<file path="src/rtl/pla_t3_pkg.sv">
// rtl/pla_t3_pkg.sv - shared constants and MISR step for the t3 PLA capture stage
package pla_t3_pkg;

    localparam int          Z_W      = 8;
    localparam int          SIG_W    = 16;
    localparam logic [15:0] SIG_SEED = 16'hFFFF;
    localparam logic [15:0] SIG_POLY = 16'h1021;

    // One MISR compaction step: shift, fold the feedback polynomial, inject data.
    function automatic logic [SIG_W-1:0] misr_step(input logic [SIG_W-1:0] s,
                                                   input logic [Z_W-1:0]   data);
        logic [SIG_W-1:0] nxt;
        nxt = {s[SIG_W-2:0], 1'b0};
        if (s[SIG_W-1])
            nxt = nxt ^ SIG_POLY;
        nxt = nxt ^ {{(SIG_W-Z_W){1'b0}}, data};
        return nxt;
    endfunction

endpackage

</file>
<file path="src/rtl/pla_t3_if.sv">
// rtl/pla_t3_if.sv - handshake and status bundle between the PLA side, the capture stage and its consumer
interface pla_t3_if
    import pla_t3_pkg::*;
#(
    parameter int DEPTH = 4
) ();

    logic [Z_W-1:0]         z_in;
    logic                   z_valid;
    logic                   z_ready;
    logic [Z_W-1:0]         out_data;
    logic                   out_valid;
    logic                   out_ready;
    logic [$clog2(DEPTH):0] level;
    logic [SIG_W-1:0]       sig;
    logic [SIG_W-1:0]       count;
    logic                   clr_sig;

    modport master (
        output z_in, z_valid, out_ready, clr_sig,
        input  z_ready, out_data, out_valid, level, sig, count
    );

    modport slave (
        input  z_in, z_valid, out_ready, clr_sig,
        output z_ready, out_data, out_valid, level, sig, count
    );

endinterface

</file>
<file path="src/rtl/pla_t3_fifo.sv">
// rtl/pla_t3_fifo.sv - wrap-bit pointer FIFO holding captured PLA words
module pla_t3_fifo
    import pla_t3_pkg::*;
#(
    parameter int DEPTH = 4,
    parameter int W     = Z_W
) (
    input  logic                   clk,
    input  logic                   rst,
    input  logic                   wr_valid,
    input  logic [W-1:0]           wr_data,
    output logic                   wr_ready,
    output logic                   rd_valid,
    output logic [W-1:0]           rd_data,
    input  logic                   rd_ready,
    output logic [$clog2(DEPTH):0] level
);

    localparam int AW = $clog2(DEPTH);

    logic [W-1:0] mem [DEPTH];
    logic [AW:0]  wr_ptr;
    logic [AW:0]  rd_ptr;
    logic         full;
    logic         empty;
    logic         push;
    logic         pop;

    assign full  = (wr_ptr[AW] != rd_ptr[AW]) && (wr_ptr[AW-1:0] == rd_ptr[AW-1:0]);
    assign empty = (wr_ptr == rd_ptr);
    assign push  = wr_valid && !full;
    assign pop   = rd_ready && !empty;

    assign wr_ready = !full;
    assign rd_valid = !empty;
    assign level    = wr_ptr - rd_ptr;
    // Storage is not reset, so the head is masked while empty to give a clean 0x00.
    assign rd_data  = empty ? '0 : mem[rd_ptr[AW-1:0]];

    always_ff @(posedge clk or posedge rst) begin
        if (rst) begin
            wr_ptr <= '0;
            rd_ptr <= '0;
        end else begin
            if (push)
                wr_ptr <= wr_ptr + 1'b1;
            if (pop)
                rd_ptr <= rd_ptr + 1'b1;
        end
    end

    always_ff @(posedge clk) begin
        if (push)
            mem[wr_ptr[AW-1:0]] <= wr_data;
    end

endmodule

</file>
<file path="src/rtl/pla_t3_capture.sv">
// rtl/pla_t3_capture.sv - PLA output capture stage with FIFO, MISR signature and accept counter
module pla_t3_capture
    import pla_t3_pkg::*;
#(
    parameter int DEPTH = 4
) (
    input  logic     clk,
    input  logic     rst,
    pla_t3_if.slave  bus
);

    logic             accept;
    logic [SIG_W-1:0] sig_q;
    logic [SIG_W-1:0] count_q;

    pla_t3_fifo #(
        .DEPTH (DEPTH),
        .W     (Z_W)
    ) u_fifo (
        .clk      (clk),
        .rst      (rst),
        .wr_valid (bus.z_valid),
        .wr_data  (bus.z_in),
        .wr_ready (bus.z_ready),
        .rd_valid (bus.out_valid),
        .rd_data  (bus.out_data),
        .rd_ready (bus.out_ready),
        .level    (bus.level)
    );

    assign accept = bus.z_valid && bus.z_ready;

    // A clear coinciding with an accept restarts compaction from the seed with that word.
    always_ff @(posedge clk or posedge rst) begin
        if (rst) begin
            sig_q   <= SIG_SEED;
            count_q <= '0;
        end else if (bus.clr_sig) begin
            if (accept) begin
                sig_q   <= misr_step(SIG_SEED, bus.z_in);
                count_q <= {{(SIG_W-1){1'b0}}, 1'b1};
            end else begin
                sig_q   <= SIG_SEED;
                count_q <= '0;
            end
        end else if (accept) begin
            sig_q <= misr_step(sig_q, bus.z_in);
            if (count_q != {SIG_W{1'b1}})
                count_q <= count_q + 1'b1;
        end
    end

    assign bus.sig   = sig_q;
    assign bus.count = count_q;

endmodule
</file>
<file path="src/flat_wrapper.sv">
// flat-port wrapper written by rule: the top's interface ports become plain ports
module pla_t3_capture_flat import pla_t3_pkg::*;
#(
    parameter int DEPTH = 4
)
  (clk, rst, bus_z_in, bus_z_valid, bus_out_ready, bus_clr_sig, bus_z_ready, bus_out_data, bus_out_valid, bus_level, bus_sig, bus_count);
  pla_t3_if #(.DEPTH(DEPTH)) bus_i ();
  input  logic clk;
  input  logic rst;
  input wire logic [$bits(bus_i.z_in)-1:0] bus_z_in;
  input wire logic [$bits(bus_i.z_valid)-1:0] bus_z_valid;
  input wire logic [$bits(bus_i.out_ready)-1:0] bus_out_ready;
  input wire logic [$bits(bus_i.clr_sig)-1:0] bus_clr_sig;
  output wire logic [$bits(bus_i.z_ready)-1:0] bus_z_ready;
  output wire logic [$bits(bus_i.out_data)-1:0] bus_out_data;
  output wire logic [$bits(bus_i.out_valid)-1:0] bus_out_valid;
  output wire logic [$bits(bus_i.level)-1:0] bus_level;
  output wire logic [$bits(bus_i.sig)-1:0] bus_sig;
  output wire logic [$bits(bus_i.count)-1:0] bus_count;
  assign bus_i.z_in = bus_z_in;
  assign bus_i.z_valid = bus_z_valid;
  assign bus_i.out_ready = bus_out_ready;
  assign bus_i.clr_sig = bus_clr_sig;
  assign bus_z_ready = bus_i.z_ready;
  assign bus_out_data = bus_i.out_data;
  assign bus_out_valid = bus_i.out_valid;
  assign bus_level = bus_i.level;
  assign bus_sig = bus_i.sig;
  assign bus_count = bus_i.count;
  pla_t3_capture #(.DEPTH(DEPTH)) u_core (.clk(clk), .rst(rst), .bus(bus_i));
endmodule
</file>
<file path="config.mk">
export PLATFORM = sky130hd
export DESIGN_NAME = pla_t3_capture_flat
export DESIGN_NICKNAME = d
export VERILOG_FILES = /design/src/rtl/pla_t3_pkg.sv /design/src/rtl/pla_t3_if.sv /design/src/rtl/pla_t3_fifo.sv /design/src/rtl/pla_t3_capture.sv /design/src/flat_wrapper.sv
export SDC_FILE = /design/constraint.sdc
export NUM_CORES = 1
export LEC_CHECK = 0
export ABC_AREA = 1
export BUFFER_PORTS_ARGS = -buffer_cell sky130_fd_sc_hd__buf_2
export CORE_MARGIN = 2
export CORE_UTILIZATION = 57
export CTS_BUF_LIST = sky130_fd_sc_hd__clkbuf_8 sky130_fd_sc_hd__clkbuf_16
export DETAILED_ROUTE_END_ITERATION = 10
export GPL_TIMING_DRIVEN = 0
export PLACE_DENSITY_LB_ADDON = 0.15
export SLEW_MARGIN = 20
export SYNTH_ARGS = -nofsm -noshare
export SYNTH_HDL_FRONTEND = slang
export SYNTH_HIERARCHICAL = 1
export SYNTH_SLANG_ARGS = --single-unit
</file>
<file path="constraint.sdc">
create_clock -name clk -period 3.1 [get_ports clk]
set_input_delay 0.31 -clock clk [delete_from_list [all_inputs] [get_ports clk]]
set_output_delay 0.31 -clock clk [all_outputs]
set_load 0.02 [all_outputs]
</file>
==> flow_summary.ini <==
[yosys]
synthFlopType = edfxtp_1
synth_top_area_share = 0.259
ys_async_sr_fraction = 0.543
ys_types = 33
synth_cells = 410
synth-edff-count = 32
ys_warn_count = 6
ys_seq_elements = 70
netlist_area_mm2 = 0.00371
synthTopCellsByArea = edfxtp_1 (26%), dfrtp_1 (15%), nand2_1 (12%)
ys_seq_area_frac = 0.521
syn_area_per_cell_um2 = 9.05
synth_nets = 432
yosys.area.top_type = edfxtp_1

[setup_path]
r2r-end = u_core/bus.count[7]
reg2reg_from = u_core/u_fifo/rd_ptr[1]
critPathCapture = u_core/bus.count[7]
required_ns = 3.36
cp.arrival_ns = 3.04
startpoint = u_core/u_fifo/rd_ptr[1]
crit_path_max_incr_delay_ns = 0.41
endpoint_kind = flop
cp_cell_sequence = buf_4 -> clkinv_1 -> ha_1 -> nand2_1 -> inv_1 -> nand3_4 -> nand2_1 -> inv_2 -> nor2_4 -> inv_2 -> nand2_8 -> buf_12 -> nand2_2 -> o21ai_2
path_class = flop to flop
path_max_fanout = 10
slowest_stage = dfrtp_1
worstSetupStartpointType = flop
reg2regPathDepth = 14
r2r_slack_ns = 0.32

[power_and_ir_drop]
p_int_mw = 2.19
combPwrFrac = 0.452
switchingPower_mw = 1.67
p_leak_nw = 2.00
p_per_area_mw_per_mm2 = 897
p_clk_frac = 0.187
vdd_drop_max_mv = 0.681
p_sw_frac = 0.432
seqPwrFrac = 0.361

[floorplan]
io_pins = 58
die_w_um = 84.7
die-area_mm2 = 0.00717
rows = 29
coreArea_mm2 = 0.00631
start_util = 0.587
die_y_um = 84.7

[sta]
max_freq_mhz = 360
fin_ws_ns = 0.319
setup_viol = 0
report.final.slew_viol_count = 0
fin_setup_tns_ns = 0
hold_viol = 0
clock-skew-final_ns = 0.0122
slew_headroom = 0.476
grt_setup_unrepaired = false
hold-worst-slack_ns = 0.199
tightestPinTransition_ns = 0.783
min_period_ns = 2.78
period_share = 0.897

[clocking]
post-cts-setup-buffers = 0
htreeDepth = 3
clock_latency_ns = 0.34
cts_made_buffers = 9
cts_root_buf = clkbuf_8
cts_tree = yes
clkTransAtPathRegs_ns = 0.08
clock_sinks = 70
cts_buffer_depth = 2

[cells_and_area]
fin_util = 0.681
finalNonFillerCells = 560
drive_above_1_share = 0.277
area_delta_synth_final_pct = 15.9
nets = 500
n_antenna_cell = 0

[placement]
port_buffers = 56
hpwl_mm = 5.63
gp_congestion = 0.868
dp.cells = 543
dp_slack_ns = 0.195

[routing]
remaining_drc_errors = 0
wl_per_cell_um = 13.8
antenna_left = 0
drt_iter0_drc = 97
dr.pass1.iters = 5
wl_met1_mm = 3.43
via_per_inst = 5.19
dr.max_layer_used = met4
vias = 2909
routed_wirelength_mm = 7.73
met2WireLength_mm = 3.83
wl_met3_um = 390

[grt]
grt_use_total = 0.230
antenna_found_initial = 0
grt_pass1_wl_mm = 13.1
grt_max_degree = 33
grt_pass1_vias = 2777
overflow = 0

[min_path]
holdCritStartpoint = bus_z_in[5]
hold_class = primary input to flop

[job]
max_cap_viol_count = 0

[status]
status = completed
-- power by group through the flow --
stage          clock, mW  combinational [mW]  sequential [mW]
6_report           0.723                1.74             1.39
4_1_cts            0.739                1.75             1.39
5_1_grt            0.775                1.94             1.42
3_3_place_gp           0                1.70             1.40
2_1_floorplan          0                1.14             1.49
3_5_place_dp           0                1.74             1.41
-- area by class of cell --
type / count / area [µm²]
clock buffers: 9 / 124
fillers: 529 / 2020
plain buffers: 10 / 92.6
inverters: 51 / 194
flip-flops and latches: 70 / 1930
repair buffers: 57 / 290
well taps: 77 / 96.3
multi-input cells: 279 / 1500
clock inverters: 7 / 72.6
-- metrics by stage --
stage | area (µm²) | total power, mW
after CTS | 4290 | 3.88
final | 4300 | 3.86
after global routing | 4300 | 4.14
after detailed placement | 4090 | 3.15
after floorplan | 3710 | 2.64
after global placement | 4090 | 3.11
-- state kept, by name, summed over array words and instances, names as in the netlist --
| name | cells |
|---|---|
| u_core/u_fifo/mem | 32 |
| u_core/bus.sig | 16 |
| u_core/u_fifo/wr_ptr | 3 |
| u_core/bus.count | 16 |
| u_core/u_fifo/rd_ptr | 3 |
-- critical path: cells and delay by family (launching register included) --
kind                       cells  cell delay [ns]
AOI/OAI and AO/OA              1             0.05
adders and majority gates      1             0.38
buffers and inverters          6             1.01
DFF                            1             0.41
and+or+nand+nor                6             0.83
-- how the worst min path moves through the flow --
stage                                    endpoint  cells after the start
after floorplan           u_core/u_fifo/rd_ptr[0]                      1
after global placement    u_core/u_fifo/wr_ptr[0]                      2
after detailed placement  u_core/u_fifo/wr_ptr[1]                      2
after CTS                 u_core/u_fifo/mem[2][5]                      1
after global routing      u_core/u_fifo/mem[3][5]                      1
final                     u_core/u_fifo/mem[3][5]                      1
-- Yosys cell counts (2+ instances only) --
| cell | n |
|---|---|
| a21oi_1 | 18 |
| a22oi_1 | 4 |
| buf_12 | 2 |
| buf_4 | 2 |
| buf_6 | 2 |
| clkbuf_1 | 4 |
| dfrtp_1 | 22 |
| dfstp_2 | 16 |
| edfxtp_1 | 32 |
| ha_1 | 8 |
| inv_1 | 43 |
| inv_2 | 6 |
| nand2_1 | 116 |
| nand2_2 | 12 |
| nand2_4 | 2 |
| nand3_1 | 30 |
| nand3_4 | 3 |
| nand4_1 | 5 |
| nor2_1 | 35 |
| nor2_2 | 3 |
| nor2_4 | 3 |
| nor3_1 | 3 |
| o21ai_0 | 7 |
| o21ai_1 | 2 |
| o21ai_2 | 9 |
| o21bai_1 | 5 |
| xnor2_1 | 4 |
| xor2_1 | 7 |
-- cells by family (layout without fill, tap and decap cells) --
| group | after synthesis | after routing | synth area share |
|---|---|---|---|
| flops | 70 | 70 | 0.521 |
| xor+xnor | 11 | 11 | 0.0260 |
| compound gates | 46 | 46 | 0.0776 |
| simple gates | 213 | 213 | 0.266 |
| fa+ha+maj | 9 | 9 | 0.0324 |
| buf+inv | 61 | 134 | 0.0773 |
-- layer usage --
metal  track usage  up-vias
li1              -     1460
met1         0.309     1355
met2         0.372       87
met3        0.0452        7
met4        0.0866        0
met5             0        -
-- repair_timing --
| item | in CTS | in global routing |
|---|---|---|
| gates resized for setup | 0 | 1 |
| setup endpoints to repair | 0 | 14 |
| hold buffers | 1 | 0 |
| endpoints found under the hold margin | 6 | 0 |
-- cell usage in the layout, fill, tap and decap left out, types with 2 or more instances in the layout --
cell and instances:
clkinv_1 2, nor2_2 2, nor2_1 35, edfxtp_1 32, a21oi_1 18, o21bai_1 5
nand4_1 5, inv_1 42, dfstp_2 16, buf_2 56, nand3_1 30, nand2_2 12
buf_12 2, nand3_4 3, o21ai_1 2, buf_6 2, nor2_4 4, ha_1 8
clkinv_4 2, xor2_1 7, nand2_1 116, nor3_1 3, o21ai_0 7, nand2_4 2
dfrtp_1 22, inv_2 7, o21ai_2 9, clkbuf_1 4, a22oi_1 4, xnor2_1 4
clkbuf_8 9, buf_4 2
Power figures use the tool's default switching activity.
